`config.mk`:
```
export PLATFORM = sky130hd
export DESIGN_NAME = multicycle_control_flat
export DESIGN_NICKNAME = d
export VERILOG_FILES = /design/src/rtl/multicycle_control_if.sv /design/src/rtl/multicycle_control.sv /design/src/flat_wrapper.sv
export SDC_FILE = /design/constraint.sdc
export NUM_CORES = 1
export LEC_CHECK = 0
export ABC_AREA = 1
export CAP_MARGIN = 20
export CORE_UTILIZATION = 42
export DETAILED_ROUTE_END_ITERATION = 16
export PLACE_DENSITY_LB_ADDON = 0.3
export SYNTH_ARGS = -nofsm -noshare
export SYNTH_HDL_FRONTEND = slang
export SYNTH_SLANG_ARGS = --single-unit
```
`constraint.sdc`:
```
create_clock -name clk -period 1.5 [get_ports clk]
set_clock_uncertainty 0.05 [all_clocks]
set_input_delay 0.45 -clock clk [delete_from_list [all_inputs] [get_ports clk]]
set_output_delay 0.45 -clock clk [all_outputs]
set_load 0.05 [all_outputs]
```
`src/rtl/multicycle_control_if.sv`:
```
// Control bus between the multi-cycle MIPS main controller and the shared datapath.
//   instr_op      opcode field of the instruction register (bits 31:26)
//   mem_ready     memory completes the current access this cycle
//   pc_write .. pc_source   datapath mux selects and enables
//   illegal_op    one-cycle pulse on an unsupported opcode
//   state_dbg     current controller state encoding
//   instr_count   retired-instruction counter
// master: controller side; slave: datapath / environment side.
interface multicycle_control_if #(
  parameter int unsigned CNT_W = 16
);
  logic [5:0]       instr_op;
  logic             mem_ready;
  logic             pc_write;
  logic             pc_write_cond;
  logic             i_or_d;
  logic             mem_read;
  logic             mem_write;
  logic             ir_write;
  logic             mem_to_reg;
  logic             reg_dst;
  logic             reg_write;
  logic             alu_src_a;
  logic [1:0]       alu_src_b;
  logic [1:0]       alu_op;
  logic [1:0]       pc_source;
  logic             illegal_op;
  logic [3:0]       state_dbg;
  logic [CNT_W-1:0] instr_count;

  modport master (
    input  instr_op, mem_ready,
    output pc_write, pc_write_cond, i_or_d, mem_read, mem_write, ir_write, mem_to_reg,
           reg_dst, reg_write, alu_src_a, alu_src_b, alu_op, pc_source, illegal_op,
           state_dbg, instr_count
  );

  modport slave (
    output instr_op, mem_ready,
    input  pc_write, pc_write_cond, i_or_d, mem_read, mem_write, ir_write, mem_to_reg,
           reg_dst, reg_write, alu_src_a, alu_src_b, alu_op, pc_source, illegal_op,
           state_dbg, instr_count
  );
endinterface

```
`src/rtl/multicycle_control.sv`:
```
// Multi-cycle MIPS main controller FSM. Sequences the shared memory, ALU, register file and PC
// over several cycles per instruction and counts retired instructions.
// Ports:
//   clk    system clock, rising edge
//   rst_n  asynchronous active-low reset
//   bus    multicycle_control_if.master (opcode/mem_ready in, control selects out)
// Optional feature: define MULTICYCLE_ADDI_EN to build the addi states (ADDI_EXEC/ADDI_WB);
// without it opcode 001000 is treated as illegal.
module multicycle_control #(
  parameter int unsigned CNT_W = 16
) (
  input logic                  clk,
  input logic                  rst_n,
  multicycle_control_if.master bus
);

  localparam logic [5:0] OpR   = 6'b000000;
  localparam logic [5:0] OpLw  = 6'b100011;
  localparam logic [5:0] OpSw  = 6'b101011;
  localparam logic [5:0] OpBeq = 6'b000100;
  localparam logic [5:0] OpJ   = 6'b000010;
`ifdef MULTICYCLE_ADDI_EN
  localparam logic [5:0] OpAddi = 6'b001000;
`endif

  typedef enum logic [3:0] {
    StIdle     = 4'd0,
    StFetch    = 4'd1,
    StDecode   = 4'd2,
    StMemAddr  = 4'd3,
    StMemRd    = 4'd4,
    StMemWb    = 4'd5,
    StMemWr    = 4'd6,
    StRExec    = 4'd7,
    StRWb      = 4'd8,
    StBranch   = 4'd9,
    StJump     = 4'd10
`ifdef MULTICYCLE_ADDI_EN
    , StAddiExec = 4'd11
    , StAddiWb   = 4'd12
`endif
  } state_e;

  state_e           r_state;
  state_e           w_next_state;
  logic [CNT_W-1:0] r_instr_count;
  logic             w_retire;

  // State register and retired-instruction counter
  always_ff @(posedge clk or negedge rst_n) begin
    if (!rst_n) begin
      r_state       <= StIdle;
      r_instr_count <= '0;
    end else begin
      r_state <= w_next_state;
      if (w_retire) r_instr_count <= r_instr_count + CNT_W'(1);
    end
  end

  // Next-state logic
  always_comb begin
    w_next_state = StFetch;
    unique case (r_state)
      StIdle:    w_next_state = StFetch;
      StFetch:   w_next_state = bus.mem_ready ? StDecode : StFetch;
      StDecode: begin
        case (bus.instr_op)
          OpR:        w_next_state = StRExec;
          OpLw, OpSw: w_next_state = StMemAddr;
          OpBeq:      w_next_state = StBranch;
          OpJ:        w_next_state = StJump;
`ifdef MULTICYCLE_ADDI_EN
          OpAddi:     w_next_state = StAddiExec;
`endif
          default:    w_next_state = StFetch;
        endcase
      end
      StMemAddr: w_next_state = (bus.instr_op == OpSw) ? StMemWr : StMemRd;
      StMemRd:   w_next_state = bus.mem_ready ? StMemWb : StMemRd;
      StMemWr:   w_next_state = bus.mem_ready ? StFetch : StMemWr;
      StRExec:   w_next_state = StRWb;
`ifdef MULTICYCLE_ADDI_EN
      StAddiExec: w_next_state = StAddiWb;
`endif
      default:   w_next_state = StFetch;
    endcase
  end

  // Output decode: Moore except FETCH enables (qualified by mem_ready) and the DECODE illegal flag
  always_comb begin
    bus.pc_write      = 1'b0;
    bus.pc_write_cond = 1'b0;
    bus.i_or_d        = 1'b0;
    bus.mem_read      = 1'b0;
    bus.mem_write     = 1'b0;
    bus.ir_write      = 1'b0;
    bus.mem_to_reg    = 1'b0;
    bus.reg_dst       = 1'b0;
    bus.reg_write     = 1'b0;
    bus.alu_src_a     = 1'b0;
    bus.alu_src_b     = 2'b00;
    bus.alu_op        = 2'b00;
    bus.pc_source     = 2'b00;
    bus.illegal_op    = 1'b0;
    w_retire          = 1'b0;
    unique case (r_state)
      StFetch: begin
        bus.mem_read  = 1'b1;
        bus.alu_src_b = 2'b01;
        bus.ir_write  = bus.mem_ready;
        bus.pc_write  = bus.mem_ready;
      end
      StDecode: begin
        bus.alu_src_b = 2'b11;
        // Any opcode that falls back to FETCH from DECODE is unsupported
        bus.illegal_op = (w_next_state == StFetch);
      end
      StMemAddr: begin
        bus.alu_src_a = 1'b1;
        bus.alu_src_b = 2'b10;
      end
      StMemRd: begin
        bus.mem_read = 1'b1;
        bus.i_or_d   = 1'b1;
      end
      StMemWb: begin
        bus.mem_to_reg = 1'b1;
        bus.reg_write  = 1'b1;
        w_retire       = 1'b1;
      end
      StMemWr: begin
        bus.mem_write = 1'b1;
        bus.i_or_d    = 1'b1;
        w_retire      = bus.mem_ready;
      end
      StRExec: begin
        bus.alu_src_a = 1'b1;
        bus.alu_op    = 2'b10;
      end
      StRWb: begin
        bus.reg_dst   = 1'b1;
        bus.reg_write = 1'b1;
        w_retire      = 1'b1;
      end
      StBranch: begin
        bus.alu_src_a     = 1'b1;
        bus.alu_op        = 2'b01;
        bus.pc_write_cond = 1'b1;
        bus.pc_source     = 2'b01;
        w_retire          = 1'b1;
      end
      StJump: begin
        bus.pc_write  = 1'b1;
        bus.pc_source = 2'b10;
        w_retire      = 1'b1;
      end
`ifdef MULTICYCLE_ADDI_EN
      StAddiExec: begin
        bus.alu_src_a = 1'b1;
        bus.alu_src_b = 2'b10;
      end
      StAddiWb: begin
        bus.reg_write = 1'b1;
        w_retire      = 1'b1;
      end
`endif
      default: ;
    endcase
  end

  assign bus.state_dbg   = r_state;
  assign bus.instr_count = r_instr_count;

endmodule
```
`src/flat_wrapper.sv`:
```
// flat-port wrapper written by rule: the top's interface ports become plain ports
module multicycle_control_flat 
#(
  parameter int unsigned CNT_W = 16
)
  (clk, rst_n, bus_instr_op, bus_mem_ready, bus_pc_write, bus_pc_write_cond, bus_i_or_d, bus_mem_read, bus_mem_write, bus_ir_write, bus_mem_to_reg, bus_reg_dst, bus_reg_write, bus_alu_src_a, bus_alu_src_b, bus_alu_op, bus_pc_source, bus_illegal_op, bus_state_dbg, bus_instr_count);
  multicycle_control_if #(.CNT_W(CNT_W)) bus_i ();
  input logic clk;
  input logic rst_n;
  input wire logic [$bits(bus_i.instr_op)-1:0] bus_instr_op;
  input wire logic [$bits(bus_i.mem_ready)-1:0] bus_mem_ready;
  output wire logic [$bits(bus_i.pc_write)-1:0] bus_pc_write;
  output wire logic [$bits(bus_i.pc_write_cond)-1:0] bus_pc_write_cond;
  output wire logic [$bits(bus_i.i_or_d)-1:0] bus_i_or_d;
  output wire logic [$bits(bus_i.mem_read)-1:0] bus_mem_read;
  output wire logic [$bits(bus_i.mem_write)-1:0] bus_mem_write;
  output wire logic [$bits(bus_i.ir_write)-1:0] bus_ir_write;
  output wire logic [$bits(bus_i.mem_to_reg)-1:0] bus_mem_to_reg;
  output wire logic [$bits(bus_i.reg_dst)-1:0] bus_reg_dst;
  output wire logic [$bits(bus_i.reg_write)-1:0] bus_reg_write;
  output wire logic [$bits(bus_i.alu_src_a)-1:0] bus_alu_src_a;
  output wire logic [$bits(bus_i.alu_src_b)-1:0] bus_alu_src_b;
  output wire logic [$bits(bus_i.alu_op)-1:0] bus_alu_op;
  output wire logic [$bits(bus_i.pc_source)-1:0] bus_pc_source;
  output wire logic [$bits(bus_i.illegal_op)-1:0] bus_illegal_op;
  output wire logic [$bits(bus_i.state_dbg)-1:0] bus_state_dbg;
  output wire logic [$bits(bus_i.instr_count)-1:0] bus_instr_count;
  assign bus_i.instr_op = bus_instr_op;
  assign bus_i.mem_ready = bus_mem_ready;
  assign bus_pc_write = bus_i.pc_write;
  assign bus_pc_write_cond = bus_i.pc_write_cond;
  assign bus_i_or_d = bus_i.i_or_d;
  assign bus_mem_read = bus_i.mem_read;
  assign bus_mem_write = bus_i.mem_write;
  assign bus_ir_write = bus_i.ir_write;
  assign bus_mem_to_reg = bus_i.mem_to_reg;
  assign bus_reg_dst = bus_i.reg_dst;
  assign bus_reg_write = bus_i.reg_write;
  assign bus_alu_src_a = bus_i.alu_src_a;
  assign bus_alu_src_b = bus_i.alu_src_b;
  assign bus_alu_op = bus_i.alu_op;
  assign bus_pc_source = bus_i.pc_source;
  assign bus_illegal_op = bus_i.illegal_op;
  assign bus_state_dbg = bus_i.state_dbg;
  assign bus_instr_count = bus_i.instr_count;
  multicycle_control #(.CNT_W(CNT_W)) u_core (.clk(clk), .rst_n(rst_n), .bus(bus_i));
endmodule
```
==> impl_metrics.py, run 1 <==
metrics = {
    "synth": {
        "synth_ff_type": "dfrtp_1",
        "synthSimpleGateAreaFrac_pct": 41.74,
        "synth_top_area_share_pct": 34.78,
        "synth.area.top_cells": "dfrtp_1 35%, nand2_1 15%, nor2_1 8.3%",
        "synth-edff-count": 0,
        "ys_warn_count": 0,
        "ys_ff_latch": 20,
        "syn-instance-count": 206,
        "synth.distinct_cells": 27,
        "synthAdderAreaFrac_pct": 0.8696,
        "synth.most_common_cell": "nand2_1",
        "synthesis.nets": 216,
        "muxShareOfSynthArea_pct": 0,
        "synth-compound-area-share_pct": 5.304,
        "yosys-top-cells-count": "59 x nand2_1, 32 x nor2_1, 22 x inv_1",
        "async_flop_share_pct": 100.0,
        "syn_area_um2": 1439,
        "synth-xor-area-share_pct": 7.130,
        "yosysSeqAreaShare_pct": 34.78,
        "avgSynthCellArea_um2": 6.985,
        "synth_top_family_by_area": "simple AND/OR/NAND/NOR gates",
        "synth_top_area_cell": "dfrtp_1",
    },
    "run_status": {
        "stop_stage": "clock tree synthesis",
        "error": "[ERROR DPL-0033] detailed placement checks failed during check placement.",
        "run_status": "aborted with a tool error",
    },
    "place": {
        "portBuffers": 45,
        "dp.final_hpwl_um": 3860,
        "routabilityCongestion": 0.9020,
        "dp_cells": 332,
        "place_area_um2": 2666,
    },
    "die": {
        "die_h_um": 60.53,
        "start_util_pct": 45.63,
        "ios": 46,
        "num_rows": 20,
        "die_w_um": 60.53,
    },
    "clock_tree": {
        "clkSinkCount": 20,
        "hold_buffers": 0,
        "htree_num_levels": 1,
        "root_buffer": "clkbuf_4",
        "clock_path_buffers": 2,
        "cts_buffers": 3,
        "cts_setup_buffers": 26,
        "cts_resized": 49,
    },
}
==> stage by stage <==
| step | setup slack [ps] | utilization [%] | hold WS (ps) |
|---|---|---|---|
| after global placement | -784.3 | 84.56 | 525.4 |
| after floorplan | -518.1 | - | 104.4 |
| after detailed placement | -836.0 | 84.56 | 535.2 |
==> cell families after synthesis <==
| logic type | Yosys count |
|---|---|
| AO/OA/AOI/OAI | 12 |
| XOR/XNOR | 10 |
| adder cells (fa/ha/maj) | 1 |
| buffers and inverters | 31 |
| flip-flops | 20 |
| AND/OR/NAND/NOR | 132 |
==> run 2: changes to the inputs <==
--- a/config.mk
+++ b/config.mk
@@ -7,9 +7,9 @@
 export LEC_CHECK = 0
 export ABC_AREA = 1
 export CAP_MARGIN = 20
-export CORE_UTILIZATION = 42
+export CORE_UTILIZATION = 35
 export DETAILED_ROUTE_END_ITERATION = 16
-export PLACE_DENSITY_LB_ADDON = 0.3
+export PLACE_DENSITY_LB_ADDON = 0.15
 export SYNTH_ARGS = -nofsm -noshare
 export SYNTH_HDL_FRONTEND = slang
 export SYNTH_SLANG_ARGS = --single-unit
==> constraint.sdc (replaced) <==
create_clock -name clk -period 2 [get_ports clk]
set_clock_uncertainty 0.05 [all_clocks]
set_input_delay 0.6 -clock clk [delete_from_list [all_inputs] [get_ports clk]]
set_output_delay 0.6 -clock clk [all_outputs]
set_load 0.05 [all_outputs]
==> impl_metrics.py, run 2 <==
metrics = {
    "run_status": {
        "run_status": "finished with violations",
        "violations": "setup timing",
    },
    "clock_tree": {
        "hold_buffers": 0,
        "cts_tree": "yes",
        "clock_path_buffers": 2,
        "root_buffer": "clkbuf_8",
        "clkSinkCount": 20,
        "clkLatencyLatePin_ps": 260,
        "cts_buffers": 3,
        "clk_pin_slew_ps": 80,
        "htree_num_levels": 1,
    },
    "synth": {
        "syn_area_um2": 1439,
        "synth.most_common_cell": "nand2_1",
        "avgSynthCellArea_um2": 6.985,
        "syn-instance-count": 206,
        "synth-edff-count": 0,
        "muxShareOfSynthArea_pct": 0,
        "synth-xor-area-share_pct": 7.130,
        "synth_top_area_share_pct": 34.78,
        "ys_warn_count": 0,
        "synthAdderAreaFrac_pct": 0.8696,
        "synth.area.top_cells": "dfrtp_1 35%, nand2_1 15%, nor2_1 8.3%",
        "synth.distinct_cells": 27,
        "async_flop_share_pct": 100.0,
        "yosysSeqAreaShare_pct": 34.78,
        "synth_top_family_by_area": "simple AND/OR/NAND/NOR gates",
        "synth_ff_type": "dfrtp_1",
        "synthesis.nets": 216,
        "synth-compound-area-share_pct": 5.304,
        "ys_ff_latch": 20,
        "yosys-top-cells-count": "59 x nand2_1, 32 x nor2_1, 22 x inv_1",
        "synthSimpleGateAreaFrac_pct": 41.74,
        "synth_top_area_cell": "dfrtp_1",
    },
    "power_and_ir_drop": {
        "pwr_density_cell_nw_per_um2": 1412,
        "ir_worst_vdd_mv": 1.073,
        "p_leak_nw": 1.257,
    },
    "route": {
        "firstDrtPassIters": 4,
        "routedWlPerCell_um": 13.12,
        "vias": 1642,
        "wirelength_um": 4421,
        "drc": 0,
        "drtAntennaViolNets": 0,
        "vias_per_cell": 4.872,
        "drtIter0Drc": 56,
    },
    "die": {
        "core_um2": 3799,
        "ios": 46,
        "start_util_pct": 37.88,
        "num_rows": 22,
        "die_area_um2": 4371,
        "die_h_um": 66.12,
        "die_w_um": 66.12,
    },
    "setup_path": {
        "end_kind": "output port",
        "required_ps": 1350,
        "crit_slowest_cell": "dfrtp_4",
        "critPathMaxFanout": 4,
        "critical_path_class": "flip-flop to output port",
        "path_cells": "buf_12, nand2_8, buf_12, nor2_4, inv_1, nand2_1, nor2_2, nand2_2, nor2_4, buf_12",
        "crit_top_cell": "buf_12",
        "cpPeakStageDelay_ps": 510,
        "startpoint_type": "flip-flop",
        "arrival_ps": 1730,
    },
    "finish": {
        "area.growth.synth_to_final_pct": 92.87,
        "final_common_cell": "nand2_1",
        "largest_reg_flops": 16,
        "drive_gt1_share_pct": 47.06,
        "post-route-cell-area_um2": 2775,
        "final_cell_mix": "55 x nand2_1, 39 x buf_4, 27 x buf_12",
        "fin_cells": 337,
        "diodes": 0,
        "layout.nets": 300,
        "fill_cells": 270,
    },
    "grt": {
        "grt_first_pass_wirelength_um": 7072,
        "grt_use_total_pct": 21.19,
        "grt_max_degree": 21,
        "overflow": 0,
        "grt_pass1_vias": 1504,
        "antenna_found_initial": 0,
    },
    "place": {
        "place_area_um2": 2394,
        "dp_cells": 321,
        "portBuffers": 45,
        "dp_worst_setup_slack_ps": -652.3,
        "routabilityCongestion": 0.8601,
        "dp.final_hpwl_um": 3122,
    },
    "timing": {
        "finalHoldViolCount": 0,
        "setup_viol": 16,
        "whs_ps": 491.9,
        "worst_pin_slew_ps": 378.3,
        "fin_crit_ps": 2378,
        "maxSlewViolCount": 0,
        "max-slew-margin-rel_pct": 74.59,
        "fmax_mhz": 420.5,
        "rsz0062_at_grt": "yes",
        "timing.final.ws_setup_ps": -378.2,
        "period_share_pct": 118.9,
    },
    "hold_path": {
        "hp-class": "flip-flop to flip-flop",
    },
    "flow_run": {
        "cap_violations": 0,
    },
}
[run 2: cell counts after synthesis]
No cell type changed its count.
[run 2: cell families (layout without fill, tap and decap cells)]
| group | count (synthesis) | count (layout) |
|---|---|---|
| simple gates | 132 | 132 |
| buf+inv | 31 | 114 |
| flops | 20 | 20 |
| compound gates | 12 | 12 |
| xor+xnor | 10 | 10 |
| fa+ha+maj | 1 | 1 |
[run 2: layout make-up]
class | instances | area, µm² | share of cell area [%]
timing repair buffer | 83 | 1013 | 36.52
tap | 48 | 60.06 | 2.164
clock buffer | 4 | 55.05 | 1.984
multi-input combinational | 155 | 1015 | 36.56
sequential | 20 | 508.0 | 18.30
inverter | 27 | 123.9 | 4.463
[run 2: stage by stage]
| step | TNS, ps | util [%] | power (mW) |
|---|---|---|---|
| floorplan | -938.8 | - | 1.902 |
| detailed placement | -1383 | 63.01 | 3.038 |
| global placement | -1330 | 63.01 | 2.993 |
| CTS | -2437 | 68.68 | 3.631 |
| finish | -3064 | 73.06 | 3.919 |
| global route | -3902 | 73.06 | 4.094 |
[run 2: power breakdown]
part	internal (mW)	switching [mW]	leakage, nW
clock network	0.175	0.135	0.0288
registers	0.491	0.122	0.258
logic	1.34	1.66	0.970
total	2.01	1.91	1.26
[run 2: routing by layer]
metal / vias up / track usage [%] / routed length (µm)
li1: 820 / - / -
met1: 760 / 29.29 / 1912
met2: 58 / 35.08 / 2238
met3: 4 / 3.621 / 237
met4: 0 / 3.191 / 31
met5: - / 0 / 0
[run 2: timing repair]
item,4_1_cts,5_1_grt
buffers inserted,5,8
resized for setup,39,29
endpoints found under the setup margin,14,16
pin swaps,14,16
[run 2: final timing paths]
| check | depth (start not counted) | start | end | slack, ps |
|---|---|---|---|---|
| worst max-delay path | 10 | u_core.bus.state_dbg[2]$_DFF_PN0_ | bus_illegal_op | -380 |
| worst min-delay path | 2 | u_core.bus.instr_count[15]$_DFFE_PN0P_ | u_core.bus.instr_count[15]$_DFFE_PN0P_ | 490 |
| worst max register to register | 10 | u_core.bus.state_dbg[2]$_DFF_PN0_ | u_core.bus.instr_count[0]$_DFFE_PN0P_ | 60 |
| worst min register to register | 2 | u_core.bus.instr_count[15]$_DFFE_PN0P_ | u_core.bus.instr_count[15]$_DFFE_PN0P_ | 490 |
| max in group asynchronous | 2 | rst_n | u_core.bus.state_dbg[2]$_DFF_PN0_ | 1050 |
| min in group asynchronous | 2 | rst_n | u_core.bus.instr_count[11]$_DFFE_PN0P_ | 620 |
[run 2: critical path, delay by kind of cell (launching register included)]
kind	cells	cell delay, ps
flip-flops	1	510
AND/OR/NAND/NOR	6	510
buffers and inverters	4	450
(Power assumes the default switching activity.)
